File: config.mk
export PLATFORM = sky130hd
export DESIGN_NAME = adder_arbiter
export DESIGN_NICKNAME = d
export VERILOG_FILES = /design/src/rtl/adder_arbiter.sv
export SDC_FILE = /design/constraint.sdc
export NUM_CORES = 1
export LEC_CHECK = 0
export CAP_MARGIN = 20
export CORE_AREA = 2 2 157 159
export CTS_CLUSTER_SIZE = 14
export DETAILED_ROUTE_END_ITERATION = 12
export DIE_AREA = 0 0 159 161
export PLACE_DENSITY_LB_ADDON = 0.25
export SYNTH_ARGS = -nofsm -noshare
export SYNTH_HDL_FRONTEND = slang
export SYNTH_SLANG_ARGS = --single-unit
File: constraint.sdc
create_clock -name clk -period 3.5 [get_ports clk]
set_clock_uncertainty 0.05 [all_clocks]
set_input_delay 0.7 -clock clk [delete_from_list [all_inputs] [get_ports clk]]
set_output_delay 0.7 -clock clk [all_outputs]
set_load 0.1 [all_outputs]
File: src/rtl/adder_arbiter.sv
// Round-robin arbiter sharing one stb/ack float adder between N requesters.
// Define ADDER_ARB_FIXED_PRIO_EN for fixed lowest-index-first priority instead.
module adder_arbiter #(
  parameter int unsigned N = 4
) (
  input  logic            clk,
  input  logic            rst,
  input  logic [N*32-1:0] req_a,
  input  logic [N*32-1:0] req_b,
  input  logic [N-1:0]    req_stb,
  output logic [N-1:0]    req_ack,
  output logic [31:0]     res_z,
  output logic [N-1:0]    res_stb,
  input  logic [N-1:0]    res_ack,
  output logic [31:0]     adder_a,
  output logic            adder_a_stb,
  input  logic            adder_a_ack,
  output logic [31:0]     adder_b,
  output logic            adder_b_stb,
  input  logic            adder_b_ack,
  input  logic [31:0]     adder_z,
  input  logic            adder_z_stb,
  output logic            adder_z_ack
);

  localparam int unsigned GW = $clog2(N);

  typedef enum logic [2:0] {
    StIdle,
    StAccept,
    StSendA,
    StSendB,
    StWaitZ,
    StReturn
  } state_e;

  state_e        state_q, state_d;
  logic [GW-1:0] grant_q, grant_d;
  logic [31:0]   a_q, a_d, b_q, b_d, z_q, z_d;
  logic [GW-1:0] pick, idx;
`ifndef ADDER_ARB_FIXED_PRIO_EN
  logic [GW-1:0] ptr_q, ptr_d;
`endif

  // Loops run from the lowest-priority candidate up so the last hit is the winner.
  always_comb begin
    pick = '0;
    idx  = '0;
`ifdef ADDER_ARB_FIXED_PRIO_EN
    for (int i = int'(N) - 1; i >= 0; i--) begin
      idx = GW'(i);
      if (req_stb[idx]) pick = idx;
    end
`else
    for (int k = int'(N); k >= 1; k--) begin
      idx = GW'((int'(ptr_q) + k) % int'(N));
      if (req_stb[idx]) pick = idx;
    end
`endif
  end

  always_comb begin
    state_d = state_q;
    grant_d = grant_q;
    a_d     = a_q;
    b_d     = b_q;
    z_d     = z_q;
`ifndef ADDER_ARB_FIXED_PRIO_EN
    ptr_d   = ptr_q;
`endif
    unique case (state_q)
      StIdle: begin
        if (|req_stb) begin
          grant_d = pick;
          state_d = StAccept;
        end
      end
      StAccept: begin
        // A requester dropping stb while acked forfeits its grant.
        if (req_stb[grant_q]) begin
          a_d     = req_a[32*grant_q +: 32];
          b_d     = req_b[32*grant_q +: 32];
          state_d = StSendA;
        end else begin
          state_d = StIdle;
        end
      end
      StSendA: if (adder_a_ack) state_d = StSendB;
      StSendB: if (adder_b_ack) state_d = StWaitZ;
      StWaitZ: begin
        if (adder_z_stb) begin
          z_d     = adder_z;
          state_d = StReturn;
        end
      end
      StReturn: begin
        if (res_ack[grant_q]) begin
`ifndef ADDER_ARB_FIXED_PRIO_EN
          ptr_d   = grant_q;
`endif
          state_d = StIdle;
        end
      end
      default: state_d = StIdle;
    endcase
  end

  always_ff @(posedge clk) begin
    if (rst) begin
      state_q <= StIdle;
      grant_q <= '0;
      a_q     <= '0;
      b_q     <= '0;
      z_q     <= '0;
`ifndef ADDER_ARB_FIXED_PRIO_EN
      ptr_q   <= GW'(N - 1);
`endif
    end else begin
      state_q <= state_d;
      grant_q <= grant_d;
      a_q     <= a_d;
      b_q     <= b_d;
      z_q     <= z_d;
`ifndef ADDER_ARB_FIXED_PRIO_EN
      ptr_q   <= ptr_d;
`endif
    end
  end

  always_comb begin
    req_ack     = (state_q == StAccept) ? ({{(N-1){1'b0}}, 1'b1} << grant_q) : '0;
    res_stb     = (state_q == StReturn) ? ({{(N-1){1'b0}}, 1'b1} << grant_q) : '0;
    adder_a_stb = (state_q == StSendA);
    adder_b_stb = (state_q == StSendB);
    adder_z_ack = (state_q == StWaitZ);
    adder_a     = a_q;
    adder_b     = b_q;
    res_z       = z_q;
  end

endmodule

==> results of run 1 <==
## flip-flops by register name (all words and copies together), names as in the netlist
name,cells
adder_a,32
adder_b,32
grant_q,2
ptr_q,2
res_z,32
state_q,3
## cell type report
| cell class | instances | area (µm²) |
|---|---|---|
| Clock inverter | 5 | 58.8 |
| Tap cell | 324 | 405 |
| Multi-Input combinational cell | 410 | 3050 |
| Sequential cell | 103 | 2070 |
| Antenna cell | 1 | 2.50 |
| Timing Repair Buffer | 419 | 4030 |
| Inverter | 4 | 15.0 |
| Fill cell | 2431 | 14100 |
| Clock buffer | 10 | 229 |
## through the flow
step,cell area [µm²],std cells,worst slack (ps),utilization
6_report,9860,1276,797,0.411
5_1_grt,9860,1276,670,0.411
4_1_cts,9860,1275,758,0.411
3_5_place_dp,9570,1260,842,0.399
3_3_place_gp,9570,1260,888,0.399
2_1_floorplan,5420,568,146,-
## power groups by stage
| stage | registers (mW) | logic [mW] | clock network [mW] |
|---|---|---|---|
| 5_1_grt | 1.38 | 1.89 | 1.11 |
| 4_1_cts | 1.37 | 1.82 | 1.06 |
| 3_5_place_dp | 1.39 | 1.82 | 0 |
| 6_report | 1.36 | 1.80 | 1.01 |
| 2_1_floorplan | 1.89 | 0.701 | 0 |
| 3_3_place_gp | 1.39 | 1.82 | 0 |
## tightest hold or removal path: stages (launching register included)
cell,delay [ps]
dfxtp_1,310
nand2_1,50
a21oi_1,50
## metal layers
metal | GRT usage | part of all wire | up-vias
li1 | - | - | 2768
met3 | 0.0496 | 0.078 | 21
met5 | 0 | 0 | -
met4 | 0.0512 | 0.018 | 0
met1 | 0.178 | 0.38 | 2676
met2 | 0.313 | 0.52 | 260
## placed cells by master (no fill, tap or decap), types with 2 or more instances in the layout
master / Yosys / layout
clkinvlp_4: 0 / 3
nor2_1: 10 / 10
inv_1: 4 / 4
mux4_2: 66 / 66
clkbuf_16: 0 / 9
buf_12: 0 / 2
nor3_1: 5 / 3
mux2i_1: 2 / 2
a21oi_1: 100 / 100
nand2_1: 197 / 197
o221ai_1: 2 / 2
nand2b_1: 6 / 5
clkdlybuf4s50_1: 0 / 345
dfxtp_1: 103 / 101
o21ai_0: 3 / 3
nor3_2: 0 / 2
o311a_1: 2 / 2
and3_1: 2 / 2
buf_4: 4 / 72
dfxtp_4: 0 / 2
## logic make-up (layout without fill, tap and decap cells)
kind of cell	after synthesis	in the layout	share of synthesized area
muxes	68	68	0.279
AOI/OAI and AO/OA	113	113	0.112
DFF	103	103	0.381
other	0	1	0
buffers and inverters	55	438	0.0572
and+or+nand+nor	229	229	0.170
## worst paths after layout
check / startpoint / endpoint / slack, ps
min: res_z[9]$_SDFFE_PP0P_ / res_z[9]$_SDFFE_PP0P_ / 400
min reg2reg: res_z[9]$_SDFFE_PP0P_ / res_z[9]$_SDFFE_PP0P_ / 400
max reg2reg: grant_q[0]$_SDFFE_PP0P_ / adder_b[21]$_SDFFE_PP0P_ / 1240
max: state_q[0]$_SDFFE_PP0P_ / req_ack[0] / 800
==> impl_metrics.tcl, run 1 <==
set metrics [dict create \
    power_frac_comb 0.431 \
    final.period_utilization 0.772 \
    viasPerCell 4.49 \
    hp-class "reg2reg" \
    fin_setup_tns_ps 0 \
    synth_edf_count 0 \
    synth_top_area_share 0.381 \
    r2r_cells 5 \
    tightest_slew_ps 1010 \
    synth_most_common_cell "nand2_1" \
    die_h_um 161 \
    hpwl_um 17200 \
    crit_fanout 13 \
    rows 57 \
    critPathSlowestCell "or3b_1" \
    grt_max_degree 44 \
    switching_share 0.385 \
    finalMaxSlewViolations 0 \
    coreArea_um2 24000 \
    rsz0062_at_grt "false" \
    required_ps 2750 \
    cts-root-buf "clkbuf_16" \
    clk_path_buf_depth 2 \
    cp-end-kind "primary output" \
    p_int_mw 2.56 \
    cts.sinks 103 \
    synth_ff_type "dfxtp_1" \
    port_buffers 407 \
    vdd_drop_max_uv 137 \
    drt_iter0_drc 194 \
    cpPeakStageDelay_ps 580 \
    async_reset_ff_frac 0 \
    cts_buffers 9 \
    cts_tree "done" \
    totalWireLength_um 21600 \
    leakage_nw 3.44 \
    status "finished clean" \
    synth_commonest_cells "197 x nand2_1, 103 x dfxtp_1, 100 x a21oi_1" \
    grtUsageTotal 0.166 \
    grt_pass1_vias 5908 \
    p_switching_mw 1.60 \
    num_vias 5725 \
    hold_viol 0 \
    crit_family "simple AND/OR/NAND/NOR gates" \
    routedWlPerCell_um 16.9 \
    grt_first_pass_wirelength_um 33200 \
    grt_overflow 0 \
    avgSynthCellArea_um2 9.52 \
    fin_nets 1248 \
    antenna_found_initial 1 \
    path_cells "or3b_1 -> nor3_2 -> buf_4" \
    syn_nets 869 \
    synth_largest_area_cell "dfxtp_1" \
    fmax_ghz 0.370 \
    cp_num_buf_inv 1 \
    start_util 0.226 \
    min_period_ps 2700 \
    die_area_um2 25600 \
    die_width_um 159 \
    synth_seq_cells 103 \
    crit_type "reg2out" \
    drive_above_1_share 0.171 \
    path_depth 3 \
    slew_headroom 0.327 \
    gp_congestion 0.836 \
    power_frac_clock 0.243 \
    cts-resized-gates 0 \
    route.detailed.drc 0 \
    critPathLaunchType "register" \
    ant_nets 0 \
    seq_area_frac_synth 0.381 \
    holdWs_ps 403 \
    netlist_instances 568 \
    power.total_mw 4.17 \
    arrival_ps 1950 \
    seqPwrFrac 0.326 \
    cts.htree.levels 3 \
    p_per_area_nw_per_um2 423 \
    clk_pin_slew_worst_paths_ps 70 \
    synthToLayoutAreaGrowth_pct 82.4 \
    drv_cap 0 \
    synthTopCellsByArea "dfxtp_1 38%, mux4_2 28%, nand2_1 14%" \
    cts_setup_buffers 0 \
    hold_path_depth 2 \
    holdBufCountCts 0 \
    synth.distinct_cells 33 \
    dr.pass1.iters 4 \
    ios 408 \
    yosys_warnings 0 \
    synth_area_um2 5410 \
    finalSetupViolations 0 \
    insertion_delay_ps 340 \
]
Power figures use the tool's default switching activity.
==> run 2, diff against run 1 <==
- clock period: 3.5 -> 2.34 ns (I/O delays scaled with it)
==> run 2 against run 1 <==
- first-iteration DRC count up 64%
- largest power group unchanged
- hold slack about the same
- via count rose by 0.14%
- highest routed layer unchanged
==> impl_metrics.tcl, run 2 (synthesis results as in run 1) <==
set metrics [dict create \
    status "finished clean" \
    routedWlPerCell_um 16.8 \
    ios 408 \
    layout_commonest_cell "clkdlybuf4s50_1" \
    die_width_um 159 \
    num_vias 5733 \
    tightest_slew_ps 618 \
    n_fill_cell 2402 \
    vdd_drop_max_uv 359 \
    clk_pin_slew_worst_paths_ps 70 \
    crit_fanout 5 \
    synthToLayoutAreaGrowth_pct 86.3 \
    crit_type "reg2out" \
    seqPwrFrac 0.309 \
    insertion_delay_ps 340 \
    cts.htree.levels 3 \
    switching_share 0.381 \
    die_area_um2 25600 \
    power_frac_clock 0.249 \
    layout_common_cells "299 x clkdlybuf4s50_1, 197 x nand2_1, 120 x buf_4" \
    arrival_ps 1740 \
    finalSetupViolations 0 \
    viasPerCell 4.44 \
    cts_setup_buffers 0 \
    rows 57 \
    drv_cap 0 \
    fin_cells 1292 \
    grt_first_pass_wirelength_um 33300 \
    clk_path_buf_depth 2 \
    fin_nets 1264 \
    antenna_found_initial 1 \
    route.detailed.drc 0 \
    port_buffers 407 \
    required_ps 1820 \
    holdBufCountCts 0 \
    drt_iter0_drc 318 \
    p_per_area_nw_per_um2 637 \
    rsz0062_at_grt "false" \
    cts-root-buf "clkbuf_16" \
    finalMaxSlewViolations 0 \
    fmax_ghz 0.444 \
    p_int_mw 3.97 \
    cp-end-kind "primary output" \
    fin_setup_tns_ps 0 \
    grt_overflow 0 \
    totalWireLength_um 21700 \
    hp-class "reg2reg" \
    grt_max_degree 46 \
    p_switching_mw 2.44 \
    grt_pass1_vias 5943 \
    start_util 0.226 \
    power_frac_comb 0.442 \
    drive_above_1_share 0.237 \
    slew_headroom 0.588 \
    cts_tree "done" \
    cts.sinks 103 \
    grtUsageTotal 0.167 \
    gp_congestion 0.757 \
    cts_buffers 9 \
    dp_cells 1276 \
    ant_nets 0 \
    die_h_um 161 \
    final.period_utilization 0.963 \
    dr.pass1.iters 6 \
    cts-resized-gates 0 \
    leakage_nw 3.68 \
    r2r_slack_ps 340 \
    min_period_ps 2250 \
    hpwl_um 17200 \
    coreArea_um2 24000 \
    hold_viol 0 \
    critPathLaunchType "register" \
]
-- run 2: changes by cell type in the layout (fill, tap and decap cells not counted), sizes merged --
cell,before,now
buf,74,136
clkdlybuf4s50,345,299
clkinvlp,3,0
clkinv,0,2
clkbuf,10,11
-- run 2: layout make-up --
class | instances | area, µm² | area share
well taps | 324 | 405 | 0.0403
flip-flops and latches | 103 | 2070 | 0.206
clock buffers | 11 | 253 | 0.0251
diodes | 1 | 2.50 | 0.000249
inverters | 4 | 15.0 | 0.00149
multi-input cells | 410 | 3060 | 0.304
repair buffers | 435 | 4210 | 0.418
clock inverters | 4 | 53.8 | 0.00534
-- run 2: path summary, 6_finish.rpt --
| check | start | endpoint | cells after the start |
|---|---|---|---|
| max | state_q[2]$_SDFFE_PP0P_ | req_ack[3] | 4 |
| min | res_z[22]$_SDFFE_PP0P_ | res_z[22]$_SDFFE_PP0P_ | 2 |
| max reg2reg | grant_q[0]$_SDFFE_PP0P_ | adder_a[3]$_SDFFE_PP0P_ | 4 |
| min reg2reg | res_z[22]$_SDFFE_PP0P_ | res_z[22]$_SDFFE_PP0P_ | 2 |
-- run 2: power by group through the flow --
stage	clock (mW)	combinational [mW]	sequential (mW)
6_report	1.60	2.83	1.98
5_1_grt	1.73	2.99	2.00
4_1_cts	1.66	2.88	1.98
3_5_place_dp	0	2.87	2.02
3_3_place_gp	0	2.88	2.02
2_1_floorplan	0	1.05	2.83
-- run 2: critical path, stage by stage (launching register included) --
cell and delay [ps]:
dfxtp_1 310, or3b_1 470, buf_4 200, nor2_1 190
buf_12 200
-- run 2: routing by layer --
layer / routed length [µm] / GRT usage / up-vias
met1: 8390 / 0.186 / 2668
met5: 0 / 0 / -
met2: 11200 / 0.307 / 247
met4: 269 / 0.0475 / 0
li1: - / - / 2802
met3: 1800 / 0.0532 / 16
-- run 2: metrics by stage --
step	total power [mW]	hold slack, ps	area [µm²]	utilization	setup WS [ps]
after global routing	6.72	422	10100	0.420	8.16
after detailed placement	4.90	397	9760	0.407	-79.6
final	6.41	404	10100	0.420	86.4
after CTS	6.52	406	10100	0.420	63.2
after floorplan	3.88	433	5430	-	-387
after global placement	4.89	393	9760	0.407	-40.5
==> run 3, diff against run 2 <==
- ABC_AREA: default -> 1
- CORE_AREA: 2 2 157 159 -> 2 2 159 161
- DIE_AREA: 0 0 159 161 -> 0 0 161 163
==> run 3 against run 2 <==
- via count rose by 17%
- first-iteration DRC count rose by 16%
- non-clock buffer count fell by 9
- critical endpoint is now req_ack[2]
- largest power group unchanged
- maximum frequency barely moved
- power rose by 98%
- clock power barely moved
- critical path depth rose by 1
- cell area fell by 2.3%
==> impl_metrics.tcl, run 3 <==
set metrics [dict create \
    critPathLaunchType "register" \
    avgSynthCellArea_um2 6.82 \
    totalWireLength_um 24000 \
    die_area_um2 26200 \
    synth_largest_area_cell "dfxtp_1" \
    grt_first_pass_wirelength_um 35600 \
    dp_cells 1462 \
    cts_setup_buffers 0 \
    clk_pin_slew_worst_paths_ps 70 \
    hp-class "reg2reg" \
    dr.pass1.iters 4 \
    switching_share 0.575 \
    antenna_found_initial 0 \
    seq_area_frac_synth 0.393 \
    power_frac_clock 0.123 \
    synth_area_um2 5250 \
    cp-end-kind "primary output" \
    viasPerCell 4.55 \
    rows 58 \
    min_period_ps 2260 \
    holdBufCountCts 0 \
    p_per_area_nw_per_um2 1290 \
    routedWlPerCell_um 16.2 \
    yosys_warnings 0 \
    final.period_utilization 0.964 \
    hpwl_um 18500 \
    layout_commonest_cell "clkdlybuf4s50_1" \
    synth_ff_type "dfxtp_1" \
    synth.distinct_cells 24 \
    grt_max_degree 54 \
    critPathSlowestCell "dfxtp_2" \
    start_util 0.213 \
    grt_pass1_vias 6455 \
    tightest_slew_ps 483 \
    num_vias 6732 \
    cp_num_buf_inv 3 \
    gp_congestion 0.841 \
    coreArea_um2 24700 \
    drive_above_1_share 0.144 \
    ios 408 \
    die_width_um 161 \
    cts_buffers 9 \
    grt_overflow 0 \
    leakage_nw 4.05 \
    finalMaxSlewViolations 0 \
    netlist_instances 770 \
    multiInputGateArea_um2 2850 \
    cts.sinks 103 \
    synth_most_common_cell "nand2_1" \
    finalSetupViolations 0 \
    cts.htree.levels 3 \
    n_antenna_cell 0 \
    status "finished clean" \
    hold_viol 0 \
    synthTopCellsByArea "dfxtp_1 39%, nand2_1 16%, a21oi_1 15%" \
    drv_cap 0 \
    synthToLayoutAreaGrowth_pct 87.2 \
    crit_family "buffers and inverters" \
    die_h_um 163 \
    cts-root-buf "clkbuf_16" \
    n_fill_cell 2623 \
    syn_nets 1071 \
    port_buffers 407 \
    insertion_delay_ps 350 \
    p_int_mw 5.40 \
    crit_type "reg2out" \
    final-seq-area_um2 2060 \
    crit_top_cell "inv_1" \
    async_reset_ff_frac 0 \
    ant_nets 0 \
    slew_headroom 0.678 \
    drt_iter0_drc 368 \
    holdWs_ps 413 \
    path_cells "inv_1 -> nor3_2 -> inv_1 -> nor2_1 -> buf_12" \
    synth_edf_count 0 \
    route.detailed.drc 0 \
    synth_seq_cells 103 \
    r2r_slack_ps 460 \
    grtUsageTotal 0.174 \
    fmax_ghz 0.443 \
    rsz0062_at_grt "false" \
    arrival_ps 1740 \
    fin_cells 1478 \
    synth_commonest_cells "219 x nand2_1, 156 x a21oi_1, 103 x dfxtp_1" \
    p_switching_mw 7.31 \
    power_frac_comb 0.672 \
    synth_top_area_share 0.393 \
    layout_common_cells "300 x clkdlybuf4s50_1, 219 x nand2_1, 156 x a21oi_1" \
    cpPeakStageDelay_ps 390 \
    fin_nets 1444 \
    seqPwrFrac 0.205 \
    required_ps 1820 \
    vdd_drop_max_uv 499 \
    cts_tree "done" \
    crit_fanout 5 \
    clk_path_buf_depth 2 \
]
==> run 3: logic make-up after synthesis <==
logic type             Yosys count  share of synthesized area
and+or+nand+nor                289                      0.222
DFF                            103                      0.393
buffers and inverters           88                     0.0743
AOI/OAI and AO/OA              290                      0.312
==> run 3: metal layers <==
| layer | share of wire | vias up | routed length (µm) | track usage |
|---|---|---|---|---|
| met5 | 0 | - | 0 | 0 |
| met4 | 0.026 | 0 | 624 | 0.0621 |
| met3 | 0.072 | 32 | 1730 | 0.0502 |
| met2 | 0.51 | 267 | 12200 | 0.312 |
| met1 | 0.39 | 3004 | 9420 | 0.197 |
| li1 | - | 3429 | - | - |
==> run 3: power by group through the flow <==
stage	Combinational, mW	Sequential [mW]	Clock, mW
final	8.55	2.60	1.57
after global routing	9.09	2.68	1.71
after CTS	8.63	2.60	1.64
after detailed placement	8.62	2.62	0
after global placement	8.61	2.62	0
after floorplan	2.93	5.85	0
==> run 3: path summary, 6_finish.rpt <==
check,from,to,cells past startpoint
setup reg to reg,grant_q[0]$_SDFFE_PP0P_,adder_a[4]$_SDFFE_PP0P_,7
hold / removal,res_z[25]$_SDFFE_PP0P_,res_z[25]$_SDFFE_PP0P_,2
hold reg to reg,res_z[25]$_SDFFE_PP0P_,res_z[25]$_SDFFE_PP0P_,2
setup / recovery,state_q[0]$_SDFFE_PP0P_,req_ack[2],5
==> run 3: layout make-up <==
cell class	count	share of cell area
flip-flops and latches	103	0.210
multi-input cells	579	0.290
clock inverters	7	0.00789
clock buffers	9	0.0229
well taps	330	0.0420
inverters	24	0.00942
repair buffers	426	0.418
==> run 3: metrics by stage <==
step / setup slack [ps] / TNS (ps) / total power [mW] / instance area [µm²] / util
final: 84.2 / 0 / 12.7 / 9830 / 0.399
after global routing: 6.74 / 0 / 13.5 / 9830 / 0.399
after CTS: 6.46 / 0 / 12.9 / 9820 / 0.398
after detailed placement: 262 / 0 / 11.2 / 9520 / 0.386
after global placement: 241 / 0 / 11.2 / 9520 / 0.386
after floorplan: -442 / -1790 / 8.78 / 5270 / -
==> run 3: worst reg2reg max path, delay by kind of cell, from the launching register on <==
kind,cells,cell delay (ps)
flip-flops,1,520
AO/OA/AOI/OAI,3,430
AND/OR/NAND/NOR,2,280
buffers and inverters,2,550
==> run 3: repair_timing <==
| action | 4_1_cts | 5_1_grt |
|---|---|---|
| setup endpoints to repair | 7 | 8 |
| gates resized for setup | 2 | 4 |
| pin swaps | 0 | 0 |
| endpoints found under the hold margin | 0 | 0 |
